--- config.mk ---
export PLATFORM = sky130hd
export DESIGN_NAME = dmem_bridge
export DESIGN_NICKNAME = d
export VERILOG_FILES = /design/src/rtl/dmem_bridge.sv
export SDC_FILE = /design/constraint.sdc
export NUM_CORES = 1
export LEC_CHECK = 0
export CORE_AREA = 2 2 128 105
export CTS_BUF_LIST = sky130_fd_sc_hd__clkbuf_4 sky130_fd_sc_hd__clkbuf_8
export CTS_CLUSTER_SIZE = 30
export DETAILED_ROUTE_END_ITERATION = 12
export DIE_AREA = 0 0 130 107
export GPL_ROUTABILITY_DRIVEN = 0
export GPL_TIMING_DRIVEN = 1
export PLACE_DENSITY = 0.81
export SLEW_MARGIN = 20
export SYNTH_ARGS = -nofsm -noshare
export SYNTH_HDL_FRONTEND = slang
export SYNTH_SLANG_ARGS = --single-unit
--- constraint.sdc ---
create_clock -name clk -period 1.7 [get_ports clk]
set_input_delay 0.17 -clock clk [delete_from_list [all_inputs] [get_ports clk]]
set_output_delay 0.17 -clock clk [all_outputs]
set_load 0.01 [all_outputs]
--- src/rtl/dmem_bridge.sv ---
// dmem_bridge: connects the core data-memory port to a request/ack bus.
// Stores are posted into a one-entry write buffer. Loads stall the core until
// the data returns. A load that arrives while a store is on the bus is held
// and issued only after that store completes, so a read never passes a write.
module dmem_bridge #(
  parameter int TIMEOUT = 255
) (
  input  logic        clk,
  input  logic        rst,
  input  logic [31:0] d_mem_w_addr,
  input  logic [31:0] d_mem_w_data,
  input  logic        d_mem_we,
  input  logic        d_mem_oe,
  output logic [31:0] d_mem_r_data,
  output logic        mem_stall,
  output logic        bus_req,
  output logic        bus_we,
  output logic [29:0] bus_addr,
  output logic [31:0] bus_wdata,
  input  logic        bus_ack,
  input  logic [31:0] bus_rdata,
  output logic        bus_err
);

  typedef enum logic [1:0] {IDLE, WRITE, READ, RAW} state_t;

  // Compare against TIMEOUT-1 because cnt_q is 0 in the first request cycle.
  localparam logic [7:0] TO_LAST = 8'(TIMEOUT - 1);

  state_t      state_q, state_d;
  logic        bus_req_q, bus_req_d;
  logic        bus_we_q, bus_we_d;
  logic [29:0] bus_addr_q, bus_addr_d;
  logic [31:0] bus_wdata_q, bus_wdata_d;
  logic [31:0] rdata_q, rdata_d;
  logic        err_q, err_d;
  logic [7:0]  cnt_q, cnt_d;
  logic [29:0] raddr_q, raddr_d;

  logic        ack;
  logic        to_hit;
  logic        load_only;

  // Next-state, bus-drive and timeout logic.
  always_comb begin
    state_d     = state_q;
    bus_req_d   = bus_req_q;
    bus_we_d    = bus_we_q;
    bus_addr_d  = bus_addr_q;
    bus_wdata_d = bus_wdata_q;
    rdata_d     = rdata_q;
    err_d       = err_q;
    raddr_d     = raddr_q;
    cnt_d       = bus_req_q ? cnt_q + 8'd1 : 8'd0;

    // An ack only counts while a request is out. If an ack and the timeout
    // land in the same cycle, the ack wins.
    ack       = bus_ack & bus_req_q;
    to_hit    = bus_req_q & ~bus_ack & (cnt_q == TO_LAST);
    load_only = d_mem_oe & ~d_mem_we;

    case (state_q)
      IDLE: begin
        if (d_mem_we) begin
          state_d     = WRITE;
          bus_req_d   = 1'b1;
          bus_we_d    = 1'b1;
          bus_addr_d  = d_mem_w_addr[31:2];
          bus_wdata_d = d_mem_w_data;
          cnt_d       = 8'd0;
        end else if (d_mem_oe) begin
          state_d    = READ;
          bus_req_d  = 1'b1;
          bus_we_d   = 1'b0;
          bus_addr_d = d_mem_w_addr[31:2];
          cnt_d      = 8'd0;
        end
      end
      WRITE: begin
        if (ack || to_hit) begin
          bus_req_d = 1'b0;
          cnt_d     = 8'd0;
          if (to_hit) err_d = 1'b1;
          // A load that arrives in the cycle the store completes goes
          // straight to READ. READ raises the request on the next cycle.
          if (load_only) begin
            raddr_d = d_mem_w_addr[31:2];
            state_d = READ;
          end else begin
            state_d = IDLE;
          end
        end else if (load_only) begin
          raddr_d = d_mem_w_addr[31:2];
          state_d = RAW;
        end
      end
      RAW: begin
        // A store that times out still releases the pending load. Dropping
        // the load here would leave the core stalled for good.
        if (ack || to_hit) begin
          bus_req_d = 1'b0;
          cnt_d     = 8'd0;
          if (to_hit) err_d = 1'b1;
          state_d   = READ;
        end
      end
      READ: begin
        if (!bus_req_q) begin
          // Issue the load that was held behind a store.
          bus_req_d  = 1'b1;
          bus_we_d   = 1'b0;
          bus_addr_d = raddr_q;
          cnt_d      = 8'd0;
        end else if (ack) begin
          rdata_d   = bus_rdata;
          bus_req_d = 1'b0;
          cnt_d     = 8'd0;
          state_d   = IDLE;
        end else if (to_hit) begin
          rdata_d   = 32'hDEADBEEF;
          err_d     = 1'b1;
          bus_req_d = 1'b0;
          cnt_d     = 8'd0;
          state_d   = IDLE;
        end
      end
      default: state_d = IDLE;
    endcase
  end

  // State and output registers.
  always_ff @(posedge clk or negedge rst) begin
    if (!rst) begin
      state_q     <= IDLE;
      bus_req_q   <= 1'b0;
      bus_we_q    <= 1'b0;
      bus_addr_q  <= '0;
      bus_wdata_q <= '0;
      rdata_q     <= '0;
      err_q       <= 1'b0;
      cnt_q       <= '0;
      raddr_q     <= '0;
    end else begin
      state_q     <= state_d;
      bus_req_q   <= bus_req_d;
      bus_we_q    <= bus_we_d;
      bus_addr_q  <= bus_addr_d;
      bus_wdata_q <= bus_wdata_d;
      rdata_q     <= rdata_d;
      err_q       <= err_d;
      cnt_q       <= cnt_d;
      raddr_q     <= raddr_d;
    end
  end

  // Stall the core while a load is outstanding. A load in IDLE stalls in the
  // same cycle. A store stalls only when the write buffer is still busy.
  always_comb begin
    mem_stall = 1'b0;
    case (state_q)
      IDLE:     mem_stall = load_only;
      WRITE:    mem_stall = d_mem_we | d_mem_oe;
      RAW:      mem_stall = 1'b1;
      READ:     mem_stall = 1'b1;
      default:  mem_stall = 1'b0;
    endcase
  end

  assign bus_req      = bus_req_q;
  assign bus_we       = bus_we_q;
  assign bus_addr     = bus_addr_q;
  assign bus_wdata    = bus_wdata_q;
  assign d_mem_r_data = rdata_q;
  assign bus_err      = err_q;

endmodule

==> results_dict.tcl, run 1 <==
set metrics [dict create \
    ant_nets 0 \
    crit_type "flop to flop" \
    yosys_warnings 0 \
    m1WireLength_um 6215 \
    drt-wirelength-per-cell_um 17.50 \
    ys_ff_latch 137 \
    ys_seq_area_share_pct 59.00 \
    pre_cts_ws_ns -0.05578 \
    placed_cell_area_um2 8105 \
    setup_viol_count_final 0 \
    grt_pass1_wl_um 22380 \
    routed.top_layer "met4" \
    cts_tree "built" \
    timing.rr.start "state_q[1]$_DFFE_PN0P_" \
    htreeDepth 4 \
    dp_hpwl_um 10010 \
    grt_pass1_vias 4440 \
    critical_path_required_ns 2.02 \
    critPathArrivalTime_ns 1.98 \
    cts_buffers 17 \
    via_per_inst 5.172 \
    final.setup.tns_ns 0 \
    postLayoutSetupSlackWorst_ns 0.04381 \
    irDropWorstVdd_mv 1.038 \
    slew-limit-headroom_pct 74.49 \
    hold_viol 0 \
    slowest_delay_ns 0.39 \
    die_x_um 130 \
    start_util_pct 45.98 \
    io_pins 199 \
    ys_types 36 \
    crit_path_start "state_q[1]$_DFFE_PN0P_" \
    drc_errors 0 \
    antenna_found_initial 0 \
    synth_top_area_share_pct 59.00 \
    die_y_um 107 \
    min_path_type "primary input to async pin" \
    leakagePower_nw 3.698 \
    finalCritPeriodShare_pct 97.42 \
    r2r-end "bus_addr[19]$_DFFE_PN0P_" \
    final_nets 760 \
    yosysTopAreaCell "dfrtp_1" \
    finalWirelength_um 14790 \
    cts_root_buf "clkbuf_8" \
    critPathLaunchType "flop" \
    worstSetupEndpoint "bus_addr[19]$_DFFE_PN0P_" \
    core_um2 12640 \
    path_common_cell "mux2_2" \
    grt_max_degree 45 \
    syn-num-nets 541 \
    cts.sink_count 137 \
    worst-r2r-cell-count 5 \
    status "finished clean" \
    fmax_ghz 0.6038 \
    tightestPinTransition_ns 0.3815 \
    diodes 0 \
    synth-main-ff-cell "dfrtp_1" \
    cp_slowest_cell "dfrtp_1" \
    gr-total-overflow 0 \
    drt_iter0_drc 161 \
    grt_util_all_layers_pct 21.01 \
    ys_top_cells_by_area "dfrtp_1 59%, mux2_2 23%, a21oi_1 2.8%, o22ai_1 2.6%, inv_1 2.3%" \
    period_minus_slack_ns 1.656 \
    rows 37 \
    io_buffers 196 \
    worst-path-max-fanout 12 \
    async_flop_share_pct 100.0 \
    rrSetupSlack_ns 0.04 \
    worst_setup_hold_path_clk_slew_ns 0.07 \
    synth_area_um2 5811 \
    synthCells 438 \
    drive_gt1_share_pct 27.61 \
    wl_met2_um 7213 \
    clock_skew_ns 0.008292 \
    first_pass_iters 4 \
    fp.dieArea_um2 13910 \
    hold_slack_ns 0.1958 \
    maxCapViolCount 0 \
    rsz0062_at_grt "true" \
    power.density_nw_per_um2 1873 \
    clk_path_buf_depth 2 \
    crit_chain "buf_6, nor2b_4, clkbuf_16, mux2_2, mux2_2" \
    syn_to_final_growth_pct 49.40 \
    drv_slew 0 \
    num_vias 4370 \
    finalInstanceArea_um2 8681 \
    synth_edf_count 0 \
    crit_path_end_kind "flop" \
    syn_area_per_cell_um2 13.27 \
    wl_met3_um 1089 \
    clkLatencyLatePin_ns 0.44 \
]
-- worst min-delay path by stage --
| stage | from | endpoint | slack, ns | cells past startpoint |
|---|---|---|---|---|
| global route | rst | raddr_q[19]$_DFFE_PN0P_ | 0.19 | 2 |
| detailed placement | rst | raddr_q[19]$_DFFE_PN0P_ | 0.10 | 1 |
| CTS | rst | raddr_q[25]$_DFFE_PN0P_ | 0.18 | 2 |
| global placement | rst | bus_addr[12]$_DFFE_PN0P_ | 0.09 | 1 |
| floorplan | rst | bus_addr[0]$_DFFE_PN0P_ | -0.13 | 0 |
| finish | rst | bus_addr[12]$_DFFE_PN0P_ | 0.20 | 2 |
-- flip-flops by register name, summed over array words and instances (netlist names) --
name	cells
state_q	2
bus_req	1
raddr_q	30
bus_err	1
bus_we	1
bus_addr	30
cnt_q	8
d_mem_r_data	32
bus_wdata	32
-- synthesized netlist by cell type (3+ instances only) --
| master | count |
|---|---|
| mux2_1 | 4 |
| a22oi_1 | 11 |
| nand3_1 | 5 |
| nand2_1 | 6 |
| o22ai_1 | 24 |
| buf_4 | 7 |
| inv_1 | 35 |
| a21oi_1 | 33 |
| buf_2 | 14 |
| nor2_1 | 3 |
| dfrtp_1 | 137 |
| or3_1 | 3 |
| o21ai_0 | 12 |
| mux2_2 | 118 |
-- kinds of logic after synthesis --
| group | count (synthesis) | share of synthesized area, % |
|---|---|---|
| DFF | 137 | 59.00 |
| muxes | 122 | 23.64 |
| AOI/OAI and AO/OA | 86 | 8.721 |
| buffers and inverters | 58 | 4.501 |
| and+or+nand+nor | 30 | 3.252 |
| xor gates and xnor gates | 3 | 0.4523 |
| adders and majority gates | 2 | 0.4306 |
-- worst max-delay path, delay by kind of cell (launching register included) --
| family | cells | cell delay [ns] |
|---|---|---|
| and+or+nand+nor | 1 | 0.22 |
| DFF | 1 | 0.39 |
| muxes | 2 | 0.59 |
| buffers and inverters | 2 | 0.34 |
-- stage by stage --
step | cells | total power (W) | util (%)
3_3_place_gp | 805 | 0.01273 | 64.13
3_5_place_dp | 805 | 0.01305 | 64.13
2_1_floorplan | 438 | 0.009508 | -
4_1_cts | 839 | 0.01596 | 67.65
5_1_grt | 845 | 0.01725 | 68.69
6_report | 845 | 0.01626 | 68.69
-- what timing repair did --
item                                   4_1_cts  5_1_grt
gates resized for setup                      4        5
setup endpoints to repair                    2       40
hold buffers                                 1        0
cloned                                       0        3
setup buffers                                1        3
endpoints found under the hold margin      110        0
pin swaps                                    1        1
-- power by group --
group | leakage [nW] | switching [W] | internal [W]
registers | 1.67 | 0.000899 | 0.00478
logic | 1.81 | 0.00302 | 0.00477
clock network | 0.216 | 0.00122 | 0.00159
-- cells in the final DEF, fill, tap and decap left out, types with 2 or more instances in the layout --
| cell | count |
|---|---|
| clkdlybuf4s50_1 | 193 |
| clkinv_2 | 2 |
| nand3_1 | 5 |
| clkinvlp_4 | 2 |
| clkbuf_8 | 23 |
| xor2_1 | 2 |
| or3_1 | 3 |
| buf_12 | 8 |
| nand2_1 | 6 |
| dfrtp_1 | 136 |
| clkbuf_16 | 3 |
| a21oi_1 | 30 |
| inv_1 | 35 |
| mux2_1 | 4 |
| mux2_2 | 118 |
| buf_4 | 14 |
| clkbuf_4 | 3 |
| a22oi_1 | 11 |
| o22ai_1 | 24 |
| bufinv_16 | 2 |
| nor2_1 | 3 |
| ha_1 | 2 |
| buf_6 | 2 |
| a21oi_2 | 2 |
| o21ai_0 | 12 |
-- final cells by class --
type | instances | area [um2]
fill | 900 | 3958
sequential | 137 | 3430
timing repair buffer | 223 | 2323
multi-input combinational | 243 | 2153
clock buffer | 26 | 339.1
tap | 175 | 219.0
inverter | 35 | 131.4
clock inverter | 6 | 85.08
-- layer usage --
metal	track usage (%)	vias up
met4	7.604	0
met3	6.786	21
met2	34.52	171
met5	0	-
li1	-	2014
met1	26.02	2164
Power figures use the tool's default switching activity.
==> run 2, diff against run 1 <==
SLEW_MARGIN = 10   (was 20)
==> results of run 2 <==
Same layout as run 1: the final DEF is identical, and so are final timing and power.
==> patch 1, RTL diff (config.mk and constraints of run 1) <==
`bus_addr_q`, `bus_wdata_q`, `rdata_q` and `raddr_q` no longer have a reset.
--- a/src/rtl/dmem_bridge.sv
+++ b/src/rtl/dmem_bridge.sv
@@ -135,21 +135,20 @@
       bus_req_q   <= 1'b0;
       bus_we_q    <= 1'b0;
-      bus_addr_q  <= '0;
-      bus_wdata_q <= '0;
-      rdata_q     <= '0;
       err_q       <= 1'b0;
       cnt_q       <= '0;
-      raddr_q     <= '0;
     end else begin
       state_q     <= state_d;
       bus_req_q   <= bus_req_d;
       bus_we_q    <= bus_we_d;
-      bus_addr_q  <= bus_addr_d;
-      bus_wdata_q <= bus_wdata_d;
-      rdata_q     <= rdata_d;
       err_q       <= err_d;
       cnt_q       <= cnt_d;
-      raddr_q     <= raddr_d;
     end
+  end
+
+  always_ff @(posedge clk) begin
+    bus_addr_q  <= bus_addr_d;
+    bus_wdata_q <= bus_wdata_d;
+    rdata_q     <= rdata_d;
+    raddr_q     <= raddr_d;
   end
 
Function: changed (a bounded check fails within 4 cycles, from zero or initial values and one cycle with rst low).
==> patch 1 against run 1 <==
  * Count of clock-buffer cells in the layout fell by 6
  * First-iteration DRC count increased by 52%
  * Routed wire length is 22% lower
  * Final area decreased by 8.2%
  * Sequential share of layout area up 11 points
  * Worst setup slack improved by 0.025 ns
  * Core utilization shrank 5.6 points
  * Sequential cell count unchanged
  * Highest routed layer unchanged
  * Total power down 28%
  * Worst hold slack worse by 0.083 ns
  * Area after synthesis shrank 11%
  * Critical path depth rose by 1
  * Non-clock buffer count fell by 4
==> patch 1: results (changes against run 1) <==
[synthesis]
synth-edff-count=124  ; +124
ys_seq_area_share_pct=78.1  ; +19 points
ys_dominant_reg_cell=sky130_fd_sc_hd__edfxtp_1
syn-num-nets=374  ; -31%
synth.lib_cells_used.distinct=33  ; -8.3%
synth-async-reset-ratio_pct=9.49  ; -91 points
synth.avg_cell_area_um2=19.1  ; +44%
synth-warning-count=0  ; unchanged
synth_top_cells_by_count=124 x sky130_fd_sc_hd__edfxtp_1, 28 x sky130_fd_sc_hd__mux2_4, 25 x sky130_fd_sc_hd__or2_2, 13 x sky130_fd_sc_hd__dfrtp_1, 10 x sky130_fd_sc_hd__and3_1
synth_top_cells_by_area=sky130_fd_sc_hd__edfxtp_1 72%, sky130_fd_sc_hd__mux2_4 8.1%, sky130_fd_sc_hd__dfrtp_1 6.3%

[critical_path]
cp_slowest_cell=sky130_fd_sc_hd__dfrtp_1
critical-path-top-delay-family=flip-flops
worst_reg_to_reg_path_cell_count=6  ; +1
worst_path_largest_cell_delay_ns=0.38
worst-endpoint-arrival_ns=1.77  ; -0.21 ns
crit_path_max_fanout=21  ; +9

[placed_design]
dp_hpwl_mm=8.17  ; -18%
place_ws_ns=-0.153  ; -0.0974 ns
placed_area_um2=7520  ; -7.2%
port-buffer-count=196  ; unchanged
placedCellCount=655  ; -19%

[global_routing]
grt_pass1_wl_mm=17.1  ; -23%
grt_usage_pct=16.8  ; -4.2 points
grt_pass1_vias=3351  ; -25%
grt_antenna_before_repair=0  ; unchanged
pin_count_of_the_biggest_net_entering_global_routing=34  ; -24%

[cts]
clock_tree.root_cell=sky130_fd_sc_hd__clkbuf_8
clk_latency_ns=0.45
cts_htree_levels=4  ; unchanged
post_cts_hold_buffer_count=0  ; -1
cts.path.max_buffers=2  ; unchanged
worst_setup_hold_path_clk_slew_ns=0.07  ; about the same
numCtsBuffers=17  ; unchanged

[finish]
insertedDiodeCount=0  ; unchanged
design.final.nets=604  ; -21%
layout-drive-gt1-share_pct=24.4  ; -3.2 points

[pwr]
p_leak_nw=2.90  ; -22%
power.ir.vdd_worst_mv=0.604  ; -42%

[status]
status=complete, no violations

[routing]
detail_route.wl_per_cell_um=16.8  ; -3.7%
drtPass1Iterations=4  ; unchanged
via_per_inst=4.67  ; -9.7%
num_vias=3212  ; -26%
starting_drc_count_in_detailed_routing=244  ; +52%

[worst_hold_path]
hold_class=input port to async pin

[timing]
timing_worst_slew_pin_value_ns=0.621  ; +0.239 ns
post_route_clock_skew_ns=0.0137  ; +0.00544 ns
period_minus_slack_ns=1.63  ; -0.0248 ns

[patch 1: metrics by stage]
stage	setup TNS, ns	util, %
2_1_floorplan	-1.36	-
3_3_place_gp	-2.66	59.5
3_5_place_dp	-4.57	59.5
4_1_cts	0	62.9
5_1_grt	0	63.0
6_report	0	63.0
[patch 1: repair_timing]
action,4_1_cts,5_1_grt
gates resized for setup,4,3
endpoints found under the setup margin,2,52
pin swaps,0,1
gates cloned,0,1
buffers inserted,0,1
[patch 1: report_power, final]
group | internal, mW | switching [mW]
combinational | 2.17 | 1.76
clock | 1.64 | 1.24
sequential | 4.70 | 0.224
total | 8.51 | 3.23
[patch 1: path summary, 6_finish.rpt]
path,from,to,slack [ns]
setup / recovery,cnt_q[0],d_mem_r_data[21],0.07
hold / removal,rst,bus_err,0.11
setup reg to reg,cnt_q[0],d_mem_r_data[21],0.07
hold reg to reg,bus_err,bus_err,0.52
max in group asynchronous,rst,state_q[0],1.15
min in group clk,d_mem_w_data[2],bus_wdata[2],0.28
[patch 1: layout make-up]
cell class	count	area, um2
Clock buffer	20	256
Clock inverter	11	171
Fill cell	914	4670
Inverter	4	18.8
Multi-Input combinational cell	122	1070
Sequential cell	137	4050
Tap cell	175	219
Timing Repair Buffer	219	2180
[patch 1: kinds of logic (layout without fill, tap and decap cells)]
kind of cell	Yosys count	count (layout)	share of synthesized area, %
AOI/OAI and AO/OA	23	23	3.07
xor gates and xnor gates	3	3	0.507
adders and majority gates	2	2	0.483
buffers and inverters	13	254	2.17
DFF	137	137	78.1
muxes	30	30	8.54
and+or+nand+nor	63	64	7.12
[patch 1: routing by layer]
layer,routed length [um],track usage (%),vias up
met1,4740,18.6,1554
met3,928,7.49,27
met4,290,8.06,0
met5,0,0,-
li1,-,-,1498
met2,5640,27.6,133
==> patch 2, RTL diff (flow settings as in run 1) <==
Made on the original files. Set the parameter `TIMEOUT` to 191 (it was 255).
--- a/src/rtl/dmem_bridge.sv
+++ b/src/rtl/dmem_bridge.sv
@@ -4,5 +4,5 @@
 // and issued only after that store completes, so a read never passes a write.
 module dmem_bridge #(
-  parameter int TIMEOUT = 255
+  parameter int TIMEOUT = 191
 ) (
   input  logic        clk,
Behaviour: same outputs for any inputs over 4 cycles, from zero or initial values and one cycle with rst low; that may be too few to reach the edited logic, so the function may still have changed.
==> patch 2 against run 1 <==
  * Sequential power is essentially flat
  * Routed wire length fell by 5.2%
  * Worst hold slack better by 0.052 ns
  * Sequential cell count did not move
  * Worst setup slack gained 0.0049 ns
  * Area after synthesis grew 0.52%
  * Count of clock-buffer cells in the layout down 7
  * Total power is 0.72% lower
  * Final area decreased by 0.46%
  * Die area unchanged
==> patch 2: results (changes against run 1) <==
[synthesis]
synth_compound_gate_area_share_pct=8.89  ; +0.17 points
synth_top_cells_by_count=137 x sky130_fd_sc_hd__dfrtp_1, 120 x sky130_fd_sc_hd__mux2_2, 36 x sky130_fd_sc_hd__inv_1, 32 x sky130_fd_sc_hd__a21oi_1, 24 x sky130_fd_sc_hd__o22ai_1
synth_top_cells_by_area=sky130_fd_sc_hd__dfrtp_1 59%, sky130_fd_sc_hd__mux2_2 23%, sky130_fd_sc_hd__a21oi_1 2.7%
post_synth_fa_ha_maj_area_fraction_pct=0.428  ; -0.0022 points
ys_seq_area_share_pct=58.7  ; -0.30 points
yosys-mux-area-fraction_pct=23.5  ; -0.12 points
synth_xor_xnor_area_share_pct=0.450  ; -0.0023 points
mappedNetlistArea_um2=5840  ; +0.52%
synth.lib_cells_used.distinct=37  ; +2.8%

[critical_path]
crit_path_max_fanout=15  ; +3

[placed_design]
placedCellCount=802  ; -0.37%
dp_hpwl_mm=9.63  ; -3.8%
place_ws_ns=-0.151  ; -0.0949 ns

[global_routing]
grt_usage_pct=20.5  ; -0.47 points
grt_pass1_wl_mm=22.3  ; -0.46%
pin_count_of_the_biggest_net_entering_global_routing=50  ; +11%
grt_pass1_vias=4488  ; +1.1%

[finish]
layout.cells.non_filler=838  ; -0.83%
layout-drive-gt1-share_pct=27.3  ; -0.31 points
design.final.nets=753  ; -0.92%
fillerInstances=901  ; +0.11%

[routing]
detail_route.wl_per_cell_um=16.7  ; -4.4%
starting_drc_count_in_detailed_routing=237  ; +47%
via_per_inst=5.12  ; -0.96%

[status]
status=complete, no violations

[timing]
timing.max_slew.rel_slack_pct=68.3  ; -6.2 points
post_route_clock_skew_ns=0.0152  ; +0.00692 ns

[pwr]
p_leak_nw=3.66  ; -1.1%
power.ir.vdd_worst_mv=0.995  ; -4.1%

[cts]
worst_setup_hold_path_clk_slew_ns=0.09  ; +0.02 ns

patch 2: changes by cell type in the layout (fill, tap and decap cells not counted), moves of 2 or more:
cell,delta
sky130_fd_sc_hd__buf_4,-6
sky130_fd_sc_hd__bufinv_16,+2
sky130_fd_sc_hd__clkbuf_16,-2
sky130_fd_sc_hd__clkbuf_4,-3
sky130_fd_sc_hd__clkbuf_8,-4
sky130_fd_sc_hd__clkinv_4,+3
sky130_fd_sc_hd__inv_6,+2
sky130_fd_sc_hd__mux2_1,-2
sky130_fd_sc_hd__nand2_1,-2
sky130_fd_sc_hd__nand3_1,-2
patch 2: final timing paths:
path                       cells after the start          start               end  slack (ns)
max in group asynchronous                      3            rst       raddr_q[22]        0.80
min in group clk                               3  bus_rdata[16]  d_mem_r_data[16]        0.32
min reg2reg                                    1        bus_err           bus_err        0.49
max                                            5     state_q[1]      bus_addr[10]        0.05
min                                            2            rst       raddr_q[12]        0.25
max reg2reg                                    5     state_q[1]      bus_addr[10]        0.05
patch 2: cell families (layout without fill, tap and decap cells):
family	count (synthesis)	count (layout)
muxes	122	122
and+or+nand+nor	29	29
buffers and inverters	59	284
adders and majority gates	2	2
xor gates and xnor gates	3	3
AOI/OAI and AO/OA	86	86
DFF	137	137
patch 2: area by class of cell:
| class | count | area (um2) | share of cell area [%] |
|---|---|---|---|
| inverter | 36 | 135 | 1.56 |
| sequential | 137 | 3430 | 39.7 |
| multi-input combinational | 242 | 2160 | 25.1 |
| clock inverter | 13 | 191 | 2.22 |
| timing repair buffer | 216 | 2240 | 25.9 |
| tap | 175 | 219 | 2.53 |
| clock buffer | 19 | 262 | 3.03 |
patch 2: power breakdown:
| part | switching, mW | internal, mW | leakage [nW] |
|---|---|---|---|
| clock | 1.31 | 1.69 | 0.219 |
| sequential | 0.882 | 4.77 | 1.67 |
| combinational | 2.93 | 4.56 | 1.77 |
patch 2: timing repair:
item / in CTS / in global routing
buffers inserted: 2 / 0
endpoints found under the hold margin: 47 / 0
resized for setup: 3 / 8
endpoints found under the setup margin: 2 / 8
hold buffers: 1 / 0
cloned: 0 / 1
patch 2: per-layer routing:
metal	global-route usage [%]	up-vias	wire length, um
li1	-	1985	-
met1	28.3	2150	6330
met2	32.0	147	6720
met3	5.39	10	866
met4	6.30	0	104
met5	0	-	0
patch 2: worst max-delay path: stages (launching register included):
cell,delay [ns]
sky130_fd_sc_hd__dfrtp_1,0.39
sky130_fd_sc_hd__buf_6,0.12
sky130_fd_sc_hd__nor2b_4,0.21
sky130_fd_sc_hd__clkbuf_16,0.21
sky130_fd_sc_hd__mux2_2,0.35
sky130_fd_sc_hd__mux2_2,0.27
